`config.mk`:
```
export PLATFORM = sky130hd
export DESIGN_NAME = reset_boot_sequencer
export DESIGN_NICKNAME = d
export VERILOG_FILES = /design/src/rtl/reset_boot_sequencer.sv
export SDC_FILE = /design/constraint.sdc
export NUM_CORES = 1
export LEC_CHECK = 0
export BUFFER_PORTS_ARGS = -buffer_cell sky130_fd_sc_hd__buf_2
export CORE_UTILIZATION = 39
export DETAILED_ROUTE_END_ITERATION = 12
export GPL_TIMING_DRIVEN = 0
export PLACE_DENSITY = 0.55
export RECOVER_POWER = 100
export SLEW_MARGIN = 20
export SYNTH_ARGS = -nofsm -noshare
export SYNTH_HDL_FRONTEND = slang
export SYNTH_SLANG_ARGS = --single-unit
```
`constraint.sdc`:
```
create_clock -name clk -period 5.65 [get_ports clk]
set_clock_uncertainty 0.15 [all_clocks]
set_input_delay 0.565 -clock clk [delete_from_list [all_inputs] [get_ports clk]]
set_output_delay 0.565 -clock clk [all_outputs]
set_load 0.05 [all_outputs]
```
`src/rtl/reset_boot_sequencer.sv`:
```
// rtl/reset_boot_sequencer.sv - staged multi-domain reset release with re-trigger, event counter and clock-enable divider
module reset_boot_sequencer #(
    parameter int CYCLES      = 20,
    parameter int NUM_DOMAINS = 2,
    parameter int STAGE_GAP   = 4,
    parameter int SYNC_STAGES = 2,
    parameter int DIV_WIDTH   = 8
) (
    input  logic                   clk,
    input  logic                   reset_n,
    input  logic                   ext_reset_req,
    input  logic                   soft_reset_req,
    input  logic [DIV_WIDTH-1:0]   div_ratio,
    output logic                   clk_en,
    output logic [NUM_DOMAINS-1:0] reset_o,
    output logic                   all_released,
    output logic                   busy,
    output logic [7:0]             reset_count
);
    localparam int MAX_CNT = (CYCLES > STAGE_GAP) ? CYCLES : STAGE_GAP;
    localparam int CNT_W   = $clog2(MAX_CNT + 1);
    localparam int IDX_W   = (NUM_DOMAINS > 1) ? $clog2(NUM_DOMAINS) : 1;

    typedef enum logic [1:0] {
        S_HOLD,
        S_STAGE,
        S_RUN
    } state_t;

    state_t                 state_q, state_d;
    logic [CNT_W-1:0]       cnt_q, cnt_d;
    logic [IDX_W-1:0]       idx_q, idx_d;
    logic [NUM_DOMAINS-1:0] rst_q, rst_d;
    logic [7:0]             count_q, count_d;
    logic [DIV_WIDTH-1:0]   div_cnt_q, div_cnt_d;
    logic [SYNC_STAGES-1:0] rst_sync_q, rst_sync_d;
    logic [SYNC_STAGES-1:0] ext_sync_q, ext_sync_d;
    logic                   ext_prev_q, ext_prev_d;

    logic rst_ok;
    logic ext_lvl;
    logic retrig;
    logic count_inc;

    assign rst_ok    = rst_sync_q[SYNC_STAGES-1];
    assign ext_lvl   = ext_sync_q[SYNC_STAGES-1];
    assign retrig    = ext_lvl | soft_reset_req;
    assign count_inc = (ext_lvl & ~ext_prev_q) | soft_reset_req;

    // rst_ok is a flop cleared asynchronously, so the tick drops at once on reset_n
    assign clk_en       = rst_ok & (div_cnt_q >= div_ratio);
    assign reset_o      = rst_q;
    assign all_released = (state_q == S_RUN);
    assign busy         = (state_q != S_RUN);
    assign reset_count  = count_q;

    always_comb begin
        rst_sync_d = {rst_sync_q[SYNC_STAGES-2:0], 1'b1};
        ext_sync_d = {ext_sync_q[SYNC_STAGES-2:0], ext_reset_req};
        div_cnt_d  = (!rst_ok || clk_en) ? '0 : div_cnt_q + DIV_WIDTH'(1);
    end

    always_comb begin
        state_d    = state_q;
        cnt_d      = cnt_q;
        idx_d      = idx_q;
        rst_d      = rst_q;
        count_d    = count_q;
        ext_prev_d = ext_lvl;
        if (!rst_ok) begin
            state_d    = S_HOLD;
            cnt_d      = '0;
            idx_d      = '0;
            rst_d      = '1;
            count_d    = '0;
            ext_prev_d = 1'b0;
        end else begin
            if (count_inc && (count_q != 8'hFF)) begin
                count_d = count_q + 8'd1;
            end
            if (retrig) begin
                state_d = S_HOLD;
                cnt_d   = '0;
                idx_d   = '0;
                rst_d   = '1;
            end else begin
                case (state_q)
                    S_HOLD: begin
                        if (cnt_q == CNT_W'(CYCLES)) begin
                            rst_d[0] = 1'b0;
                            cnt_d    = CNT_W'(1);
                            idx_d    = IDX_W'(1);
                            state_d  = (NUM_DOMAINS == 1) ? S_RUN : S_STAGE;
                        end else begin
                            cnt_d = cnt_q + CNT_W'(1);
                        end
                    end
                    S_STAGE: begin
                        // cnt restarts at 1 after each release so STAGE_GAP edges separate them
                        if (cnt_q == CNT_W'(STAGE_GAP)) begin
                            rst_d[idx_q] = 1'b0;
                            cnt_d        = CNT_W'(1);
                            if (idx_q == IDX_W'(NUM_DOMAINS - 1)) begin
                                state_d = S_RUN;
                            end else begin
                                idx_d = idx_q + IDX_W'(1);
                            end
                        end else begin
                            cnt_d = cnt_q + CNT_W'(1);
                        end
                    end
                    default: begin
                        state_d = S_RUN;
                    end
                endcase
            end
        end
    end

    always_ff @(posedge clk or negedge reset_n) begin
        if (!reset_n) begin
            state_q    <= S_HOLD;
            cnt_q      <= '0;
            idx_q      <= '0;
            rst_q      <= '1;
            count_q    <= '0;
            div_cnt_q  <= '0;
            rst_sync_q <= '0;
            ext_sync_q <= '0;
            ext_prev_q <= 1'b0;
        end else begin
            state_q    <= state_d;
            cnt_q      <= cnt_d;
            idx_q      <= idx_d;
            rst_q      <= rst_d;
            count_q    <= count_d;
            div_cnt_q  <= div_cnt_d;
            rst_sync_q <= rst_sync_d;
            ext_sync_q <= ext_sync_d;
            ext_prev_q <= ext_prev_d;
        end
    end
endmodule
```
==> results of run 1 <==
## Yosys cell counts (2+ instances only)
| library cell | number | area share |
|---|---|---|
| ha_1 | 12 | 0.090 |
| xnor2_1 | 2 | 0.011 |
| a21oi_1 | 11 | 0.033 |
| nand2_1 | 7 | 0.016 |
| nand3_1 | 9 | 0.027 |
| and3_1 | 3 | 0.011 |
| or4_1 | 3 | 0.014 |
| o31ai_1 | 2 | 0.0090 |
| a31oi_1 | 2 | 0.0075 |
| nor2_1 | 16 | 0.036 |
| xor2_1 | 8 | 0.042 |
| o21a_1 | 3 | 0.014 |
| inv_1 | 16 | 0.036 |
| or3_1 | 3 | 0.011 |
| dfstp_2 | 2 | 0.032 |
| nor3_1 | 4 | 0.012 |
| o21ai_0 | 3 | 0.0090 |
| dfrtp_1 | 29 | 0.44 |
| o41ai_1 | 2 | 0.011 |
| o221ai_1 | 2 | 0.011 |
| clkbuf_1 | 2 | 0.0045 |
| mux2i_1 | 2 | 0.012 |
## cell type report
class,instances,area (um^2),area share
repair buffers,24,103,0.0538
clock buffers,8,100,0.0525
plain buffers,3,11.3,0.00591
multi-input cells,113,791,0.415
well taps,50,62.6,0.0328
flip-flops and latches,31,778,0.408
inverters,16,60.1,0.0315
## sequential cells by signal, indices dropped and copies added (netlist names), 2 cells and up
register,count
cnt_q,5
div_cnt_q,8
ext_sync_q,2
reset_count,8
reset_o,2
rst_sync_q,2
state_q,2
## worst register-to-register path, cell delays in order (launching register included)
cell and delay, ps:
dfrtp_1 430, inv_1 70, ha_1 260, nand2b_1 100, a21oi_1 90, o311ai_0 1160
nor2_1 120
## final timing paths
kind,slack [ps],to,cells past startpoint
worst max-delay path,2730,clk_en,7
worst min-delay path,200,ext_sync_q[1],0
worst max register to register,3090,div_cnt_q[3],6
worst min register to register,200,ext_sync_q[1],0
max in group asynchronous,3860,rst_sync_q[0],1
min in group asynchronous,540,cnt_q[4],1
## power groups by stage
stage / Combinational (W) / Clock, W / Sequential [W]
global route: 0.0000500 / 0.000206 / 0.000237
global placement: 0.0000450 / 0 / 0.000240
finish: 0.0000436 / 0.000190 / 0.000236
CTS: 0.0000473 / 0.000195 / 0.000236
floorplan: 0.0000223 / 0 / 0.000246
detailed placement: 0.0000470 / 0 / 0.000240
## stage by stage
step	worst slack, ps	cells	total power [W]	util	hold slack, ps
6_report	2730	245	0.000470	0.470	205
5_1_grt	2590	245	0.000493	0.470	227
4_1_cts	2830	245	0.000478	0.480	204
3_5_place_dp	2890	237	0.000287	0.455	193
3_3_place_gp	2960	237	0.000285	0.455	185
2_1_floorplan	2780	163	0.000269	-	119
## layer usage
metal | routed length (um) | vias up
met5 | 0 | -
met4 | 36 | 0
met3 | 105 | 5
met2 | 1640 | 23
met1 | 1570 | 601
li1 | - | 636
## logic make-up (layout without fill, tap and decap cells)
kind of cell	Yosys count	after routing	synth area share
xor+xnor	10	10	0.0526
flops	31	31	0.468
other cells	1	1	0.00225
compound gates	34	34	0.159
mux	2	2	0.0120
fa+ha+maj	12	12	0.0902
simple gates	54	54	0.167
buf+inv	19	51	0.0489
==> run metrics, run 1 <==
status finished, violations left; failing checks capacitance limit, slew limit; syn avg cell area 10.2 um^2; CP top delay family buffers and inverters; initial antenna violation count 0; vias per inst 5.16; worst skew pair latency 280 ps; maxcap violations 1; hold path start ext_sync_q[0]; sequential fraction of the synthesis area 0.468; Routed Antenna Nets 0; peak supply drop 0.135 mV; internal power 0.000354 W; WS Path Type reg2out; slowest library cell on the worst path clkbuf_1; syn nets 187; GRT busiest layer met2; Most used DFF post-synth dfrtp_1; final WL 3350 um; Syn Inst Count 163; Layout area overhead 14.5%; DRC violations left 0; Synth cell types 42; worst path required time 4930 ps; DR iter-0 viols 75; total CTS buffers 5; CP Launch Type flip-flop; most frequent cells in the layout dfrtp_1, clkbuf_1, inv_1, nor2_1, ha_1; H-tree Lvls 2; Sequential Power Share 0.503; post-cts resize count 0; Critical Path, Cell by Cell inv_1 -> ha_1 -> nand2b_1 -> a21oi_1 -> or3_1 -> a21oi_1 -> clkbuf_1; async set or reset register ratio after synthesis 1.00; Critical Path Source div_cnt_q[0]; Post-synth EDFFs 0; routability cong. 0.739; relative slew slack -0.0833; I/O Buffers 24; commonest non-fill, non-tap cell in the layout dfrtp_1; Nets 218; Crit path buffers/inverters 2; R2R Path Start div_cnt_q[0]; core box area 4060 um^2; clk root buf clkbuf_8; Sw Pwr 0.000116 W; worst-path fanout max 6; Initial Util 0.410; PwrDens 246 nW/um^2; final setup vio count 0; Max clock buf depth 2; Reg clk slew, reported paths 60 ps; unrepaired setup endpoints after global routing false; fin crit period 2920 ps; die height 67.3 um; M2 GR Usage 0.299; flops & latches, synth 31; Placed Area 1850 um^2; CP endpoint kind output port; chip width 67.3 um; Top cell by count, worst path a21oi_1; Detailed Place HPWL 2450 um; Tot GR Track Use 0.176; Antenna diodes 0; met3 Use GR 0.0439; CP peak stage delay 490 ps; Slew Viols, Final 32; Setup Fix Bufs, Post-CTS 0; Mapped Area 1660 um^2; Logic pwr share 0.093; global-route wire length before repair 5930 um; class of the worst hold path reg2reg; TritonRoute pass-1 iters 4; DR WL/cell 13.7 um; Setup TNS 0 ps; via count 1265; # rows 23; clk sink count 31; total grt overflow 0; part of the cycle the worst path needs 0.517; clock share of power 0.404; Syn. warnings 0; TritonCTS clock tree done; number of global-route vias before repair 1353; final instance area 1910 um^2; Die Footprint 4530 um^2; worst slew pin tran 1620 ps; final hold vios 0; Leak 0.861 nW; GR Util met1 0.211; fmax 342 MHz; crit path DAT 2210 ps; CTS Hold Bufs 0; io pins 25; fill cell count 377; Switching Share 0.246; pin count of the biggest net entering global routing 32; layout cells sized above 1 0.118
Note: power is estimated with default switching activity, not from simulation.
==> run 2, diff against run 1 <==
--- a/config.mk
+++ b/config.mk
@@ -9,7 +9,7 @@
 export CORE_UTILIZATION = 39
 export DETAILED_ROUTE_END_ITERATION = 12
 export GPL_TIMING_DRIVEN = 0
-export PLACE_DENSITY = 0.55
+export PLACE_DENSITY = 0.57
 export RECOVER_POWER = 100
 export SLEW_MARGIN = 20
 export SYNTH_ARGS = -nofsm -noshare
==> constraint.sdc (replaced) <==
create_clock -name clk -period 2.4 [get_ports clk]
set_clock_uncertainty 0.15 [all_clocks]
set_input_delay 0.24 -clock clk [delete_from_list [all_inputs] [get_ports clk]]
set_output_delay 0.24 -clock clk [all_outputs]
set_load 0.05 [all_outputs]
==> run 2 against run 1 <==
  * The flow now finishes without violations
  * Cell area up 4.9%
  * Cell count up 2.4%
  * Critical path depth down 1
  * Sequential power up 140%
  * First-iteration DRC count up 2.7%
  * Clock power up 140%
  * Flip-flop and latch count unchanged
  * Critical endpoint unchanged
  * Highest routed layer unchanged
==> run metrics, run 2 (synthesis results as in run 1) <==
PwrDens 566 nW/um^2 (+130%); most frequent cells in the layout dfrtp_1, inv_1, nor2_1; worst skew pair latency 290 ps (about the same); Sequential Power Share 0.491 (-0.012); Critical Path, Cell by Cell ha_1 -> or4_4 -> a21oi_4 -> or3_1 -> a21oi_1 -> buf_4; met3 Use GR 0.0541 (+0.0101); slowest library cell on the worst path or4_4; CP top delay family simple AND/OR/NAND/NOR gates; io pins 25 (unchanged); total grt overflow 0 (unchanged); Min Hold Slack 172 ps (-32.8 ps); Sw Pwr 0.000281 W (+140%); Leak 0.905 nW (+5.1%); fill cell count 372 (-1.3%); Routed Antenna Nets 0 (unchanged); Setup TNS 0 ps (unchanged); total CTS buffers 5 (unchanged); via count 1301 (+2.8%); TritonRoute pass-1 iters 4 (unchanged); Sequential Area 779 um^2 (+0.16%); clk sink count 31 (unchanged); CP Launch Type flip-flop; Max clock buf depth 2 (unchanged); fin crit period 2340 ps; final setup vio count 0 (unchanged); TritonCTS clock tree done; Detailed Place HPWL 2400 um (-2.3%); layout cells sized above 1 0.174 (+0.0562); GR Util met1 0.201 (-0.00990); clock share of power 0.396 (-0.008); peak supply drop 0.355 mV (+160%); maxcap violations 0 (-1); CP peak stage delay 540 ps (+50 ps); DR iter-0 viols 77 (+2.7%); WS Path Type reg2out; DR WL/cell 13.1 um (-4.0%); M2 GR Usage 0.268 (-0.0313); Tot GR Track Use 0.171 (-0.00482); Antenna diodes 0 (unchanged); Logic pwr share 0.113 (+0.020); die height 67.3 um (unchanged); worst-path fanout max 5 (-1); Crit path buffers/inverters 1 (-1); Reg clk slew, reported paths 60 ps (about the same); I/O Buffers 24 (unchanged); initial antenna violation count 0 (unchanged); fmax 427 MHz; Layout area overhead 20.1%; H-tree Lvls 2 (unchanged); GRT busiest layer met2; Switching Share 0.248 (+0.00165); Die Footprint 4530 um^2 (unchanged); # rows 23 (unchanged); DRC violations left 0 (unchanged); number of global-route vias before repair 1244 (-8.1%); pin count of the biggest net entering global routing 32 (unchanged); Nets 224 (+2.8%); CP endpoint kind output port; relative slew slack 0.544 (+0.627); unrepaired setup endpoints after global routing false; final hold vios 0 (unchanged); global-route wire length before repair 5550 um (-6.5%); final core occ 0.492 (+0.0228); clk root buf clkbuf_8; worst path required time 2010 ps (-2920 ps); internal power 0.000850 W (+140%); class of the worst hold path in2reg; final WL 3300 um (-1.7%); chip width 67.3 um (unchanged); status completed; routability cong. 0.704 (-4.8%); crit path DAT 1950 ps (-260 ps); Slew Viols, Final 0 (-100%); vias per inst 5.18 (+0.39%); Initial Util 0.410 (unchanged); multi-input gate area in the final layout 817 um^2 (+3.3%); worst slew pin tran 685 ps (-940 ps); part of the cycle the worst path needs 0.976; core box area 4060 um^2 (unchanged); commonest non-fill, non-tap cell in the layout dfrtp_1
==> run 2: cell count changes in the layout (fill, tap and decap cells not counted), sizes merged <==
cell / previous run / this run
dlygate4sd3: 0 / 2
buf: 10 / 15
clkbuf: 25 / 24
==> run 2: metrics by stage <==
step	setup WS (ps)	std cells	total power (W)	area, um^2
6_report	58.0	251	0.00113	2000
3_5_place_dp	228	237	0.000677	1850
2_1_floorplan	42.7	163	0.000632	1660
4_1_cts	9.59	248	0.00114	1980
5_1_grt	3.00	251	0.00119	2000
3_3_place_gp	235	237	0.000671	1850
==> run 2: final timing paths <==
path / startpoint / endpoint / slack [ps] / cells past startpoint
hold / removal: soft_reset_req / reset_o[1] / 170 / 3
max in group asynchronous: reset_n / div_cnt_q[0] / 1240 / 2
min in group asynchronous: reset_n / cnt_q[2] / 380 / 2
setup reg to reg: div_cnt_q[1] / div_cnt_q[6] / 400 / 6
hold reg to reg: rst_sync_q[0] / rst_sync_q[1] / 200 / 0
setup / recovery: div_cnt_q[1] / clk_en / 60 / 6
==> run 2: tightest hold or removal path: cells and delay by family <==
kind	cells	cell delay (ps)
simple gates	2	180
buf+inv	1	150
==> run 2: per-layer routing <==
metal | wire (um) | vias up
met3 | 137 | 8
met2 | 1600 | 24
li1 | - | 653
met5 | 0 | -
met4 | 90 | 0
met1 | 1470 | 616
==> run 2: power groups by stage <==
stage	clock, W	combinational (W)	sequential, W
global route	0.000487	0.000144	0.000557
detailed placement	0	0.000111	0.000566
floorplan	0	0.0000525	0.000580
finish	0.000448	0.000128	0.000555
global placement	0	0.000107	0.000564
CTS	0.000463	0.000122	0.000556
==> run 2: area by class of cell <==
| cell class | instances | area share |
|---|---|---|
| plain buffers | 3 | 0.0106 |
| clock buffers | 8 | 0.0501 |
| inverters | 16 | 0.0301 |
| multi-input cells | 113 | 0.409 |
| flip-flops and latches | 31 | 0.390 |
| well taps | 50 | 0.0313 |
| repair buffers | 30 | 0.0789 |
==> run 2: timing repair <==
item,4_1_cts,5_1_grt
setup buffers,1,3
resized for setup,3,3
endpoints found under the setup margin,1,1
hold buffers,2,0
pin swaps,0,1
endpoints found under the hold margin,30,0
==> run 3, diff against run 2 <==
--- a/config.mk
+++ b/config.mk
@@ -9,7 +9,7 @@
 export CORE_UTILIZATION = 39
 export DETAILED_ROUTE_END_ITERATION = 12
 export GPL_TIMING_DRIVEN = 0
-export PLACE_DENSITY = 0.57
+export PLACE_DENSITY = 0.55
 export RECOVER_POWER = 100
 export SLEW_MARGIN = 20
 export SYNTH_ARGS = -nofsm -noshare
==> constraint.sdc (replaced) <==
create_clock -name clk -period 2.9 [get_ports clk]
set_clock_uncertainty 0.15 [all_clocks]
set_input_delay 0.29 -clock clk [delete_from_list [all_inputs] [get_ports clk]]
set_output_delay 0.29 -clock clk [all_outputs]
set_load 0.05 [all_outputs]
==> run 3 against run 2 <==
  * The flow now finishes with violations (capacitance limit, slew limit)
  * Cell area shrank 3.6%
  * Sequential share of layout area increased by 1.4 points
  * Cell count shrank 1.6%
  * Core utilization fell by 1.8 points
  * Combinational power decreased by 32%
  * Clock power shrank 17%
  * Via count down 2.0%
  * Total power down 19%
  * First-iteration DRC count unchanged
  * Sequential power is 17% lower
  * Setup slack better by 300 ps
  * Die area stayed put
  * Critical endpoint unchanged
  * Largest cell class unchanged
==> run metrics, run 3 (synthesis results as in run 1) <==
Tot GR Track Use 0.175 (+0.00446); unrepaired setup endpoints after global routing false; H-tree Lvls 2 (unchanged); CP Launch Type flip-flop; peak supply drop 0.263 mV (-26%); io pins 25 (unchanged); worst slew pin tran 1640 ps (+951 ps); final hold vios 0 (unchanged); total placed cells including tap cells 237 (unchanged); DR iter-0 viols 77 (unchanged); most frequent cells in the layout dfrtp_1, clkbuf_1, inv_1, nor2_1, ha_1; DRC violations left 0 (unchanged); routability cong. 0.739 (+5.0%); vias per inst 5.16 (-0.41%); total CTS buffers 5 (unchanged); commonest non-fill, non-tap cell in the layout dfrtp_1; relative slew slack -0.0902 (-0.634); crit path DAT 2100 ps (+150 ps); via count 1275 (-2.0%); clk sink count 31 (unchanged); Layout area overhead 15.8%; final worst setup slack 363 ps (+305 ps); initial antenna violation count 0 (unchanged); Detailed Place HPWL 2450 um (+2.3%); Initial Util 0.410 (unchanged); WS Path Type reg2out; I/O Buffers 24 (unchanged); class of the worst hold path reg2reg; DP Worst Slack 671 ps (+443 ps); worst-path fanout max 5 (unchanged); pin count of the biggest net entering global routing 32 (unchanged); Setup TNS 0 ps (unchanged); maxcap violations 1 (+1); final setup vio count 0 (unchanged); Min-Delay Path Depth 0 (-3); number of global-route vias before repair 1354 (+8.8%); final WL 3360 um (+1.9%); Die Footprint 4530 um^2 (unchanged); fmax 394 MHz; Slew Viols, Final 32 (+32); status finished, violations left; # rows 23 (unchanged); worst path required time 2460 ps (+450 ps); fin crit period 2540 ps; TritonCTS clock tree done; PwrDens 476 nW/um^2 (-16%); Antenna diodes 0 (unchanged); worst skew pair latency 280 ps (about the same); TritonRoute pass-1 iters 4 (unchanged); clk root buf clkbuf_8; reg2reg path depth 6 (unchanged); final instance area 1930 um^2 (-3.6%); total grt overflow 0 (unchanged); global-route wire length before repair 5920 um (+6.7%); layout cells sized above 1 0.122 (-0.0523); DR WL/cell 13.6 um (+3.6%); Setup Fix Bufs, Post-CTS 0 (-1); CP endpoint kind output port; Nets 220 (-1.8%); failing checks capacitance limit, slew limit; Placed Area 1850 um^2 (unchanged); final cell count without fillers 247 (-1.6%); Leak 0.873 nW (-3.5%); die height 67.3 um (unchanged); core box area 4060 um^2 (unchanged); Reg clk slew, reported paths 60 ps (about the same); Max clock buf depth 2 (unchanged); part of the cycle the worst path needs 0.875; Routed Antenna Nets 0 (unchanged); chip width 67.3 um (unchanged)
[run 3: metrics by stage]
| step | hold WS [ps] | util | total power, W |
|---|---|---|---|
| 6_report | 205 | 0.475 | 0.000917 |
| 5_1_grt | 227 | 0.475 | 0.000964 |
| 4_1_cts | 207 | 0.485 | 0.000933 |
| 3_5_place_dp | 193 | 0.455 | 0.000559 |
| 3_3_place_gp | 185 | 0.455 | 0.000555 |
| 2_1_floorplan | -156 | - | 0.000523 |
[run 3: cell type report]
cell class                 count  area [um^2]
inverter                      16         60.1
buffer                         3         11.3
multi-input combinational    113          791
timing repair buffer          26          124
tap                           50         62.6
clock buffer                   8          100
sequential                    31          778
fill                         376         2130
[run 3: layer usage]
| metal | track usage | vias up | wire, um |
|---|---|---|---|
| met3 | 0.0439 | 5 | 117 |
| met1 | 0.210 | 605 | 1560 |
| li1 | - | 640 | - |
| met2 | 0.299 | 25 | 1650 |
| met4 | 0.0691 | 0 | 36 |
| met5 | 0 | - | 0 |
[run 3: path summary, 6_finish.rpt]
path	start	end	slack [ps]
worst max-delay path	div_cnt_q[1]	clk_en	360
worst min-delay path	ext_sync_q[0]	ext_sync_q[1]	200
worst max register to register	div_cnt_q[0]	div_cnt_q[3]	710
worst min register to register	ext_sync_q[0]	ext_sync_q[1]	200
max in group asynchronous	reset_n	rst_sync_q[0]	840
min in group asynchronous	reset_n	cnt_q[4]	810
[run 3: critical path: stages, from the launching register on]
cell,delay (ps)
dfrtp_1,430
ha_1,200
or4_1,530
a21oi_1,210
or3_1,140
a21oi_1,60
clkbuf_2,260
[run 3: power breakdown]
part	switching, W	leakage [nW]	internal (W)
Combinational	0.0000572	0.411	0.0000301
Sequential	0.0000155	0.411	0.000445
Clock	0.000153	0.0515	0.000216
[run 3: timing repair]
action,in CTS,in global routing
endpoints found under the hold margin,30,0
hold buffers,2,0
resized for setup,0,0
